## src/rtl/mc_control_fsm_pkg.sv

```systemverilog
// Shared encodings for the multi-cycle MIPS main controller.
// Covers opcodes, functs, ALU ops, FSM states, mux selects and the control bundle.
package mc_control_fsm_pkg;

  localparam logic [5:0] OP_RTYPE = 6'h00;
  localparam logic [5:0] OP_J     = 6'h02;
  localparam logic [5:0] OP_BEQ   = 6'h04;
  localparam logic [5:0] OP_ADDI  = 6'h08;
  localparam logic [5:0] OP_ADDIU = 6'h09;
  localparam logic [5:0] OP_ABS   = 6'h21;
  localparam logic [5:0] OP_LW    = 6'h23;
  localparam logic [5:0] OP_SW    = 6'h2B;

  localparam logic [5:0] FN_NOP = 6'h00;
  localparam logic [5:0] FN_ADD = 6'h20;
  localparam logic [5:0] FN_SUB = 6'h22;
  localparam logic [5:0] FN_AND = 6'h24;
  localparam logic [5:0] FN_OR  = 6'h25;
  localparam logic [5:0] FN_XOR = 6'h26;
  localparam logic [5:0] FN_SLT = 6'h2A;

  typedef enum logic [3:0] {
    ALU_ADD  = 4'd0,
    ALU_SUB  = 4'd1,
    ALU_ABS  = 4'd2,
    ALU_PASS = 4'd3,
    ALU_AND  = 4'd4,
    ALU_OR   = 4'd5,
    ALU_XOR  = 4'd6,
    ALU_SLT  = 4'd7
  } alu_op_e;

  typedef enum logic [3:0] {
    S_FETCH, S_DECODE, S_MEMADR, S_MEMRD, S_MEMWB, S_MEMWR, S_REX,
    S_RWB, S_IEX, S_IWB, S_BEQ, S_JMP, S_ABSX
  } state_e;

  typedef enum logic [1:0] {
    SRCB_REG     = 2'b00,
    SRCB_FOUR    = 2'b01,
    SRCB_IMM     = 2'b10,
    SRCB_IMM_SH2 = 2'b11
  } alusrcb_e;

  typedef enum logic [1:0] {
    PCSRC_ALU    = 2'b00,
    PCSRC_ALUOUT = 2'b01,
    PCSRC_JUMP   = 2'b10
  } pcsrc_e;

  typedef struct packed {
    logic     pc_write;
    logic     branch;
    logic     iord;
    logic     mem_read;
    logic     mem_write;
    logic     ir_write;
    logic     reg_dst;
    logic     mem_to_reg;
    logic     reg_write;
    logic     alu_src_a;
    alusrcb_e alu_src_b;
    pcsrc_e   pc_src;
    alu_op_e  alu_control;
    logic     instr_done;
    logic     illegal_op;
  } ctrl_t;

endpackage

```

## src/rtl/mc_control_fsm_if.sv

```systemverilog
// Controller <-> datapath bundle: IR fields and memory ready in, every mux/enable out.
interface mc_control_fsm_if;
  logic [5:0]                     opcode;
  logic [5:0]                     funct;
  logic                           mem_ready;
  logic                           PCWrite;
  logic                           Branch;
  logic                           IorD;
  logic                           MemRead;
  logic                           MemWrite;
  logic                           IRWrite;
  logic                           RegDst;
  logic                           MemToReg;
  logic                           RegWrite;
  logic                           ALUSrcA;
  mc_control_fsm_pkg::alusrcb_e   ALUSrcB;
  mc_control_fsm_pkg::pcsrc_e     PCSrc;
  mc_control_fsm_pkg::alu_op_e    alu_control;
  logic                           instr_done;
  logic                           illegal_op;

  modport master (
    input  opcode, funct, mem_ready,
    output PCWrite, Branch, IorD, MemRead, MemWrite, IRWrite, RegDst, MemToReg,
           RegWrite, ALUSrcA, ALUSrcB, PCSrc, alu_control, instr_done, illegal_op
  );

  modport slave (
    output opcode, funct, mem_ready,
    input  PCWrite, Branch, IorD, MemRead, MemWrite, IRWrite, RegDst, MemToReg,
           RegWrite, ALUSrcA, ALUSrcB, PCSrc, alu_control, instr_done, illegal_op
  );
endinterface

```

## src/rtl/mc_control_fsm_funct_decode.sv

```systemverilog
// R-type funct decode: ALU operation plus a legality flag (nop is not an ALU funct).
// Purely combinational; shared by the DECODE legality check and REX.
module mc_control_fsm_funct_decode
  import mc_control_fsm_pkg::*;
(
  input  logic [5:0] funct,
  output alu_op_e    alu_control,
  output logic       legal
);

  always_comb begin
    alu_control = ALU_PASS;
    legal       = 1'b1;
    case (funct)
      FN_ADD:  alu_control = ALU_ADD;
      FN_SUB:  alu_control = ALU_SUB;
      FN_AND:  alu_control = ALU_AND;
      FN_OR:   alu_control = ALU_OR;
      FN_XOR:  alu_control = ALU_XOR;
      FN_SLT:  alu_control = ALU_SLT;
      default: legal       = 1'b0;
    endcase
  end

endmodule

```

## src/rtl/mc_control_fsm.sv

```systemverilog
// Multi-cycle MIPS main controller: Moore decode of the state, with FETCH IR/PC loads
// and memory-wait states gated by mem_ready; all outputs forced low while rst is high.
module mc_control_fsm
  import mc_control_fsm_pkg::*;
(
  input  logic              clk,
  input  logic              rst,
  mc_control_fsm_if.master  ctl
);

  state_e  state;
  state_e  state_nxt;
  logic    is_store;
  ctrl_t   c;
  ctrl_t   c_out;
  alu_op_e fn_alu;
  logic    fn_legal;

  mc_control_fsm_funct_decode u_funct_decode (
    .funct       (ctl.funct),
    .alu_control (fn_alu),
    .legal       (fn_legal)
  );

  // The LW/SW choice is captured in DECODE so MEMADR never looks at the IR.
  always_ff @(posedge clk) begin
    if (rst) begin
      state    <= S_FETCH;
      is_store <= 1'b0;
    end else begin
      state <= state_nxt;
      if (state == S_DECODE) begin
        is_store <= (ctl.opcode == OP_SW);
      end
    end
  end

  always_comb begin
    state_nxt = state;
    c         = '0;
    case (state)
      S_FETCH: begin
        c.mem_read  = 1'b1;
        c.alu_src_b = SRCB_FOUR;
        if (ctl.mem_ready) begin
          c.ir_write = 1'b1;
          c.pc_write = 1'b1;
          state_nxt  = S_DECODE;
        end
      end
      S_DECODE: begin
        c.alu_src_b = SRCB_IMM_SH2;
        case (ctl.opcode)
          OP_LW, OP_SW:      state_nxt = S_MEMADR;
          OP_ADDI, OP_ADDIU: state_nxt = S_IEX;
          OP_BEQ:            state_nxt = S_BEQ;
          OP_J:              state_nxt = S_JMP;
          OP_ABS:            state_nxt = S_ABSX;
          OP_RTYPE: begin
            if (fn_legal) begin
              state_nxt = S_REX;
            end else begin
              c.instr_done = 1'b1;
              c.illegal_op = (ctl.funct != FN_NOP);
              state_nxt    = S_FETCH;
            end
          end
          default: begin
            c.instr_done = 1'b1;
            c.illegal_op = 1'b1;
            state_nxt    = S_FETCH;
          end
        endcase
      end
      S_MEMADR: begin
        c.alu_src_a = 1'b1;
        c.alu_src_b = SRCB_IMM;
        state_nxt   = is_store ? S_MEMWR : S_MEMRD;
      end
      S_MEMRD: begin
        c.mem_read = 1'b1;
        c.iord     = 1'b1;
        if (ctl.mem_ready) state_nxt = S_MEMWB;
      end
      S_MEMWB: begin
        c.reg_write  = 1'b1;
        c.mem_to_reg = 1'b1;
        c.instr_done = 1'b1;
        state_nxt    = S_FETCH;
      end
      S_MEMWR: begin
        c.mem_write = 1'b1;
        c.iord      = 1'b1;
        if (ctl.mem_ready) begin
          c.instr_done = 1'b1;
          state_nxt    = S_FETCH;
        end
      end
      S_REX: begin
        c.alu_src_a   = 1'b1;
        c.alu_control = fn_alu;
        state_nxt     = S_RWB;
      end
      S_RWB: begin
        c.reg_write  = 1'b1;
        c.reg_dst    = 1'b1;
        c.instr_done = 1'b1;
        state_nxt    = S_FETCH;
      end
      S_IEX: begin
        c.alu_src_a = 1'b1;
        c.alu_src_b = SRCB_IMM;
        state_nxt   = S_IWB;
      end
      S_ABSX: begin
        c.alu_src_a   = 1'b1;
        c.alu_control = ALU_ABS;
        state_nxt     = S_IWB;
      end
      S_IWB: begin
        c.reg_write  = 1'b1;
        c.instr_done = 1'b1;
        state_nxt    = S_FETCH;
      end
      S_BEQ: begin
        c.alu_src_a   = 1'b1;
        c.alu_control = ALU_SUB;
        c.branch      = 1'b1;
        c.pc_src      = PCSRC_ALUOUT;
        c.instr_done  = 1'b1;
        state_nxt     = S_FETCH;
      end
      S_JMP: begin
        c.pc_write   = 1'b1;
        c.pc_src     = PCSRC_JUMP;
        c.instr_done = 1'b1;
        state_nxt    = S_FETCH;
      end
      default: state_nxt = S_FETCH;
    endcase
  end

  // Gating with rst keeps every strobe low on and after a reset edge.
  assign c_out = rst ? '0 : c;

  assign ctl.PCWrite     = c_out.pc_write;
  assign ctl.Branch      = c_out.branch;
  assign ctl.IorD        = c_out.iord;
  assign ctl.MemRead     = c_out.mem_read;
  assign ctl.MemWrite    = c_out.mem_write;
  assign ctl.IRWrite     = c_out.ir_write;
  assign ctl.RegDst      = c_out.reg_dst;
  assign ctl.MemToReg    = c_out.mem_to_reg;
  assign ctl.RegWrite    = c_out.reg_write;
  assign ctl.ALUSrcA     = c_out.alu_src_a;
  assign ctl.ALUSrcB     = c_out.alu_src_b;
  assign ctl.PCSrc       = c_out.pc_src;
  assign ctl.alu_control = c_out.alu_control;
  assign ctl.instr_done  = c_out.instr_done;
  assign ctl.illegal_op  = c_out.illegal_op;

endmodule

```

## src/flat_wrapper.sv

```systemverilog
// flat-port wrapper written by rule: the top's interface ports become plain ports
module mc_control_fsm_flat import mc_control_fsm_pkg::*;
  (clk, rst, ctl_opcode, ctl_funct, ctl_mem_ready, ctl_PCWrite, ctl_Branch, ctl_IorD, ctl_MemRead, ctl_MemWrite, ctl_IRWrite, ctl_RegDst, ctl_MemToReg, ctl_RegWrite, ctl_ALUSrcA, ctl_ALUSrcB, ctl_PCSrc, ctl_alu_control, ctl_instr_done, ctl_illegal_op);
  mc_control_fsm_if ctl_i ();
  input  logic clk;
  input  logic rst;
  input wire logic [$bits(ctl_i.opcode)-1:0] ctl_opcode;
  input wire logic [$bits(ctl_i.funct)-1:0] ctl_funct;
  input wire logic [$bits(ctl_i.mem_ready)-1:0] ctl_mem_ready;
  output wire logic [$bits(ctl_i.PCWrite)-1:0] ctl_PCWrite;
  output wire logic [$bits(ctl_i.Branch)-1:0] ctl_Branch;
  output wire logic [$bits(ctl_i.IorD)-1:0] ctl_IorD;
  output wire logic [$bits(ctl_i.MemRead)-1:0] ctl_MemRead;
  output wire logic [$bits(ctl_i.MemWrite)-1:0] ctl_MemWrite;
  output wire logic [$bits(ctl_i.IRWrite)-1:0] ctl_IRWrite;
  output wire logic [$bits(ctl_i.RegDst)-1:0] ctl_RegDst;
  output wire logic [$bits(ctl_i.MemToReg)-1:0] ctl_MemToReg;
  output wire logic [$bits(ctl_i.RegWrite)-1:0] ctl_RegWrite;
  output wire logic [$bits(ctl_i.ALUSrcA)-1:0] ctl_ALUSrcA;
  output wire logic [$bits(ctl_i.ALUSrcB)-1:0] ctl_ALUSrcB;
  output wire logic [$bits(ctl_i.PCSrc)-1:0] ctl_PCSrc;
  output wire logic [$bits(ctl_i.alu_control)-1:0] ctl_alu_control;
  output wire logic [$bits(ctl_i.instr_done)-1:0] ctl_instr_done;
  output wire logic [$bits(ctl_i.illegal_op)-1:0] ctl_illegal_op;
  assign ctl_i.opcode = ctl_opcode;
  assign ctl_i.funct = ctl_funct;
  assign ctl_i.mem_ready = ctl_mem_ready;
  assign ctl_PCWrite = ctl_i.PCWrite;
  assign ctl_Branch = ctl_i.Branch;
  assign ctl_IorD = ctl_i.IorD;
  assign ctl_MemRead = ctl_i.MemRead;
  assign ctl_MemWrite = ctl_i.MemWrite;
  assign ctl_IRWrite = ctl_i.IRWrite;
  assign ctl_RegDst = ctl_i.RegDst;
  assign ctl_MemToReg = ctl_i.MemToReg;
  assign ctl_RegWrite = ctl_i.RegWrite;
  assign ctl_ALUSrcA = ctl_i.ALUSrcA;
  assign ctl_ALUSrcB = ctl_i.ALUSrcB;
  assign ctl_PCSrc = ctl_i.PCSrc;
  assign ctl_alu_control = ctl_i.alu_control;
  assign ctl_instr_done = ctl_i.instr_done;
  assign ctl_illegal_op = ctl_i.illegal_op;
  mc_control_fsm u_core (.clk(clk), .rst(rst), .ctl(ctl_i));
endmodule
```

## config.mk

```make
export PLATFORM = sky130hd
export DESIGN_NAME = mc_control_fsm_flat
export DESIGN_NICKNAME = d
export VERILOG_FILES = /design/src/rtl/mc_control_fsm_pkg.sv /design/src/rtl/mc_control_fsm_if.sv /design/src/rtl/mc_control_fsm_funct_decode.sv /design/src/rtl/mc_control_fsm.sv /design/src/flat_wrapper.sv
export SDC_FILE = /design/constraint.sdc
export NUM_CORES = 1
export LEC_CHECK = 0
export ABC_AREA = 1
export CAP_MARGIN = 10
export CORE_MARGIN = 4
export CORE_UTILIZATION = 35
export CTS_BUF_LIST = sky130_fd_sc_hd__clkbuf_4
export DETAILED_ROUTE_END_ITERATION = 16
export GPL_ROUTABILITY_DRIVEN = 1
export PLACE_DENSITY = 0.72
export SLEW_MARGIN = 15
export SYNTH_ARGS = -nofsm -noshare
export SYNTH_HDL_FRONTEND = slang
export SYNTH_SLANG_ARGS = --single-unit
export TNS_END_PERCENT = 50
```

## constraint.sdc

```tcl
create_clock -name clk -period 1.1 [get_ports clk]
set_clock_uncertainty 0.05 [all_clocks]
set_input_delay 0.165 -clock clk [delete_from_list [all_inputs] [get_ports clk]]
set_output_delay 0.165 -clock clk [all_outputs]
set_load 0.01 [all_outputs]
```

==> impl_metrics.json <==
{
  "grt_overflow": 0,
  "fin_setup_tns_ns": -10.55,
  "cts_tree": "built",
  "ant_nets": 0,
  "core_area_um2": 2020,
  "fp-row-count": 16,
  "place_congestion": 0.874,
  "p_per_area_nw_per_um2": 526,
  "worstHoldPathType": "input pin to flop",
  "routed_wirelength_um": 3550,
  "clock_path_buffers": 2,
  "rsz0062_at_grt": "yes",
  "leakage_nw": 0.873,
  "fmax_mhz": 584,
  "grt_pass1_wl_um": 4860,
  "clk_pin_slew_ns": 0.05,
  "clock_sinks": 5,
  "status": "finished with violations",
  "period_share_pct": 156,
  "finalHoldViolCount": 0,
  "io_pins": 35,
  "drc": 0,
  "setup_violations": 24,
  "dp_hpwl_um": 2370,
  "grt_usage_pct": 22.1,
  "initial_core_util_pct": 38.2,
  "die_w_um": 55,
  "ys_types": 23,
  "dr.first_iter.drc_count": 31,
  "synth_seq_cells": 5,
  "numCtsBuffers": 3,
  "crit_required_ns": 0.88,
  "via_per_inst": 5.20,
  "drive_gt1_share_pct": 56.7,
  "fillers": 134,
  "cp-end-kind": "primary output",
  "critPathLaunchType": "flop",
  "drt-pass1-iter-count": 4,
  "synth.area.top_cells": "nand2_1 (16%), dfxtp_1 (13%), inv_1 (12%)",
  "nets": 247,
  "port_buffers": 33,
  "grt_max_degree": 13,
  "die_y_um": 55,
  "yosys_warnings": 0,
  "instances_no_fill": 258,
  "dp_cells": 248,
  "finalWorstSetupSlack_ns": -0.614,
  "period_needed_ns": 1.71,
  "finalMaxSlewViolations": 0,
  "htree_levels": 1,
  "violations": "setup timing",
  "synthCells": 152,
  "crit_arrival_ns": 1.50,
  "synth_seq_area_share_pct": 12.9,
  "crit_fanout": 4,
  "vias": 1341,
  "routedWlPerCell_um": 13.8,
  "antennaDiodeCount": 0,
  "synth_top_area_share_pct": 16.0,
  "total_power_mw": 0.879,
  "netlist_area_um2": 773,
  "grt_pass1_vias": 1259,
  "fin_util_pct": 82.7,
  "cap_violations": 0,
  "area_growth_pct": 116,
  "syn_avg_cell_area_um2": 5.09,
  "clock_latency_ns": 0.27,
  "die-area_um2": 3030,
  "yosysTopAreaCell": "nand2_1",
  "antenna_found_initial": 0,
  "syn_nets": 167,
  "cts-root-buf": "clkbuf_4",
  "vdd_drop_max_mv": 0.879,
  "crit_type": "flop to primary output"
}
-- cell usage after synthesis --
cell type,instances
nor2_4,2
nor3_1,5
o21ai_1,6
nor4_1,1
inv_2,5
dfxtp_1,5
o2111ai_1,1
nand4_1,4
clkbuf_1,1
o22ai_1,1
o21ai_0,2
nand3_1,12
a21oi_1,9
nor2_1,25
a21oi_2,1
inv_1,25
nand2_1,33
conb_1,1
nor2_2,3
a31oi_1,2
nand2_2,3
o211ai_1,1
buf_4,4
-- final cells by class --
class	count	area [µm²]	share of cell area [%]
Clock buffer	3	22.5	1.35
Timing Repair Buffer	80	619	37.1
Inverter	30	120	7.19
Clock inverter	1	5.00	0.299
Sequential cell	5	110	6.59
Multi-Input combinational cell	112	761	45.5
Tap cell	27	33.8	2.02
-- cells in the final DEF (no fill, tap or decap), types with 7 or more instances in the layout --
cell	synthesis	final
buf_6	0	8
inv_1	25	21
buf_2	0	19
buf_4	4	38
dlygate4sd2_1	0	9
nor2_1	25	13
nand2_1	33	25
nand3_2	0	7
nor2_4	2	12
-- critical path, stage by stage (launching register included) --
cell and delay [ns]:
dfxtp_4 0.36, inv_4 0.08, nand2_4 0.06, nor2_4 0.10, inv_2 0.05, o211ai_1 0.17
inv_1 0.10, a21oi_2 0.17, buf_2 0.15
-- what timing repair did --
item                                    CTS  global route
gates resized for setup                 120            27
endpoints found under the setup margin   24            24
setup buffers                             5             2
hold buffers                              0             0
pin swaps                                14             9
-- state kept, by name, indices dropped and copies added (netlist names) --
signal / count
u_core.state: 4
u_core.is_store: 1
-- worst paths after layout --
check | cells after the start | startpoint | slack (ns) | endpoint
min reg2reg | 2 | u_core.is_store | 0.54 | u_core.is_store
max reg2reg | 11 | u_core.state[0] | -0.47 | u_core.state[2]
min | 3 | ctl_opcode[1] | 0.33 | u_core.is_store
max | 8 | u_core.state[1] | -0.61 | ctl_instr_done
-- metal layers --
layer | track usage, % | part of all wire [%]
met1 | 19.6 | 37
met4 | 7.69 | 3.7
met2 | 46.1 | 53
met3 | 6.17 | 6.7
met5 | 0 | 0
-- metrics by stage --
stage               hold slack [ns]  instance area [µm²]  worst slack (ns)
floorplan                     0.284                  837            -0.187
global placement              0.482                 1480             -1.07
detailed placement            0.500                 1480             -1.14
CTS                           0.338                 1550            -0.595
global route                  0.339                 1670            -0.678
finish                        0.329                 1670            -0.614
-- report_power, final --
| part | internal, mW | leakage [nW] | switching, mW |
|---|---|---|---|
| clock network | 0.134 | 0.0177 | 0.114 |
| logic | 0.198 | 0.813 | 0.229 |
| registers | 0.191 | 0.0431 | 0.0142 |
-- cell families after synthesis --
kind of cell | count (synthesis) | synth area share [%]
other cells | 1 | 0.485
compound gates | 23 | 16.7
flops | 5 | 12.9
buf+inv | 35 | 18.9
simple gates | 88 | 51.0
Power figures use the tool's default switching activity.
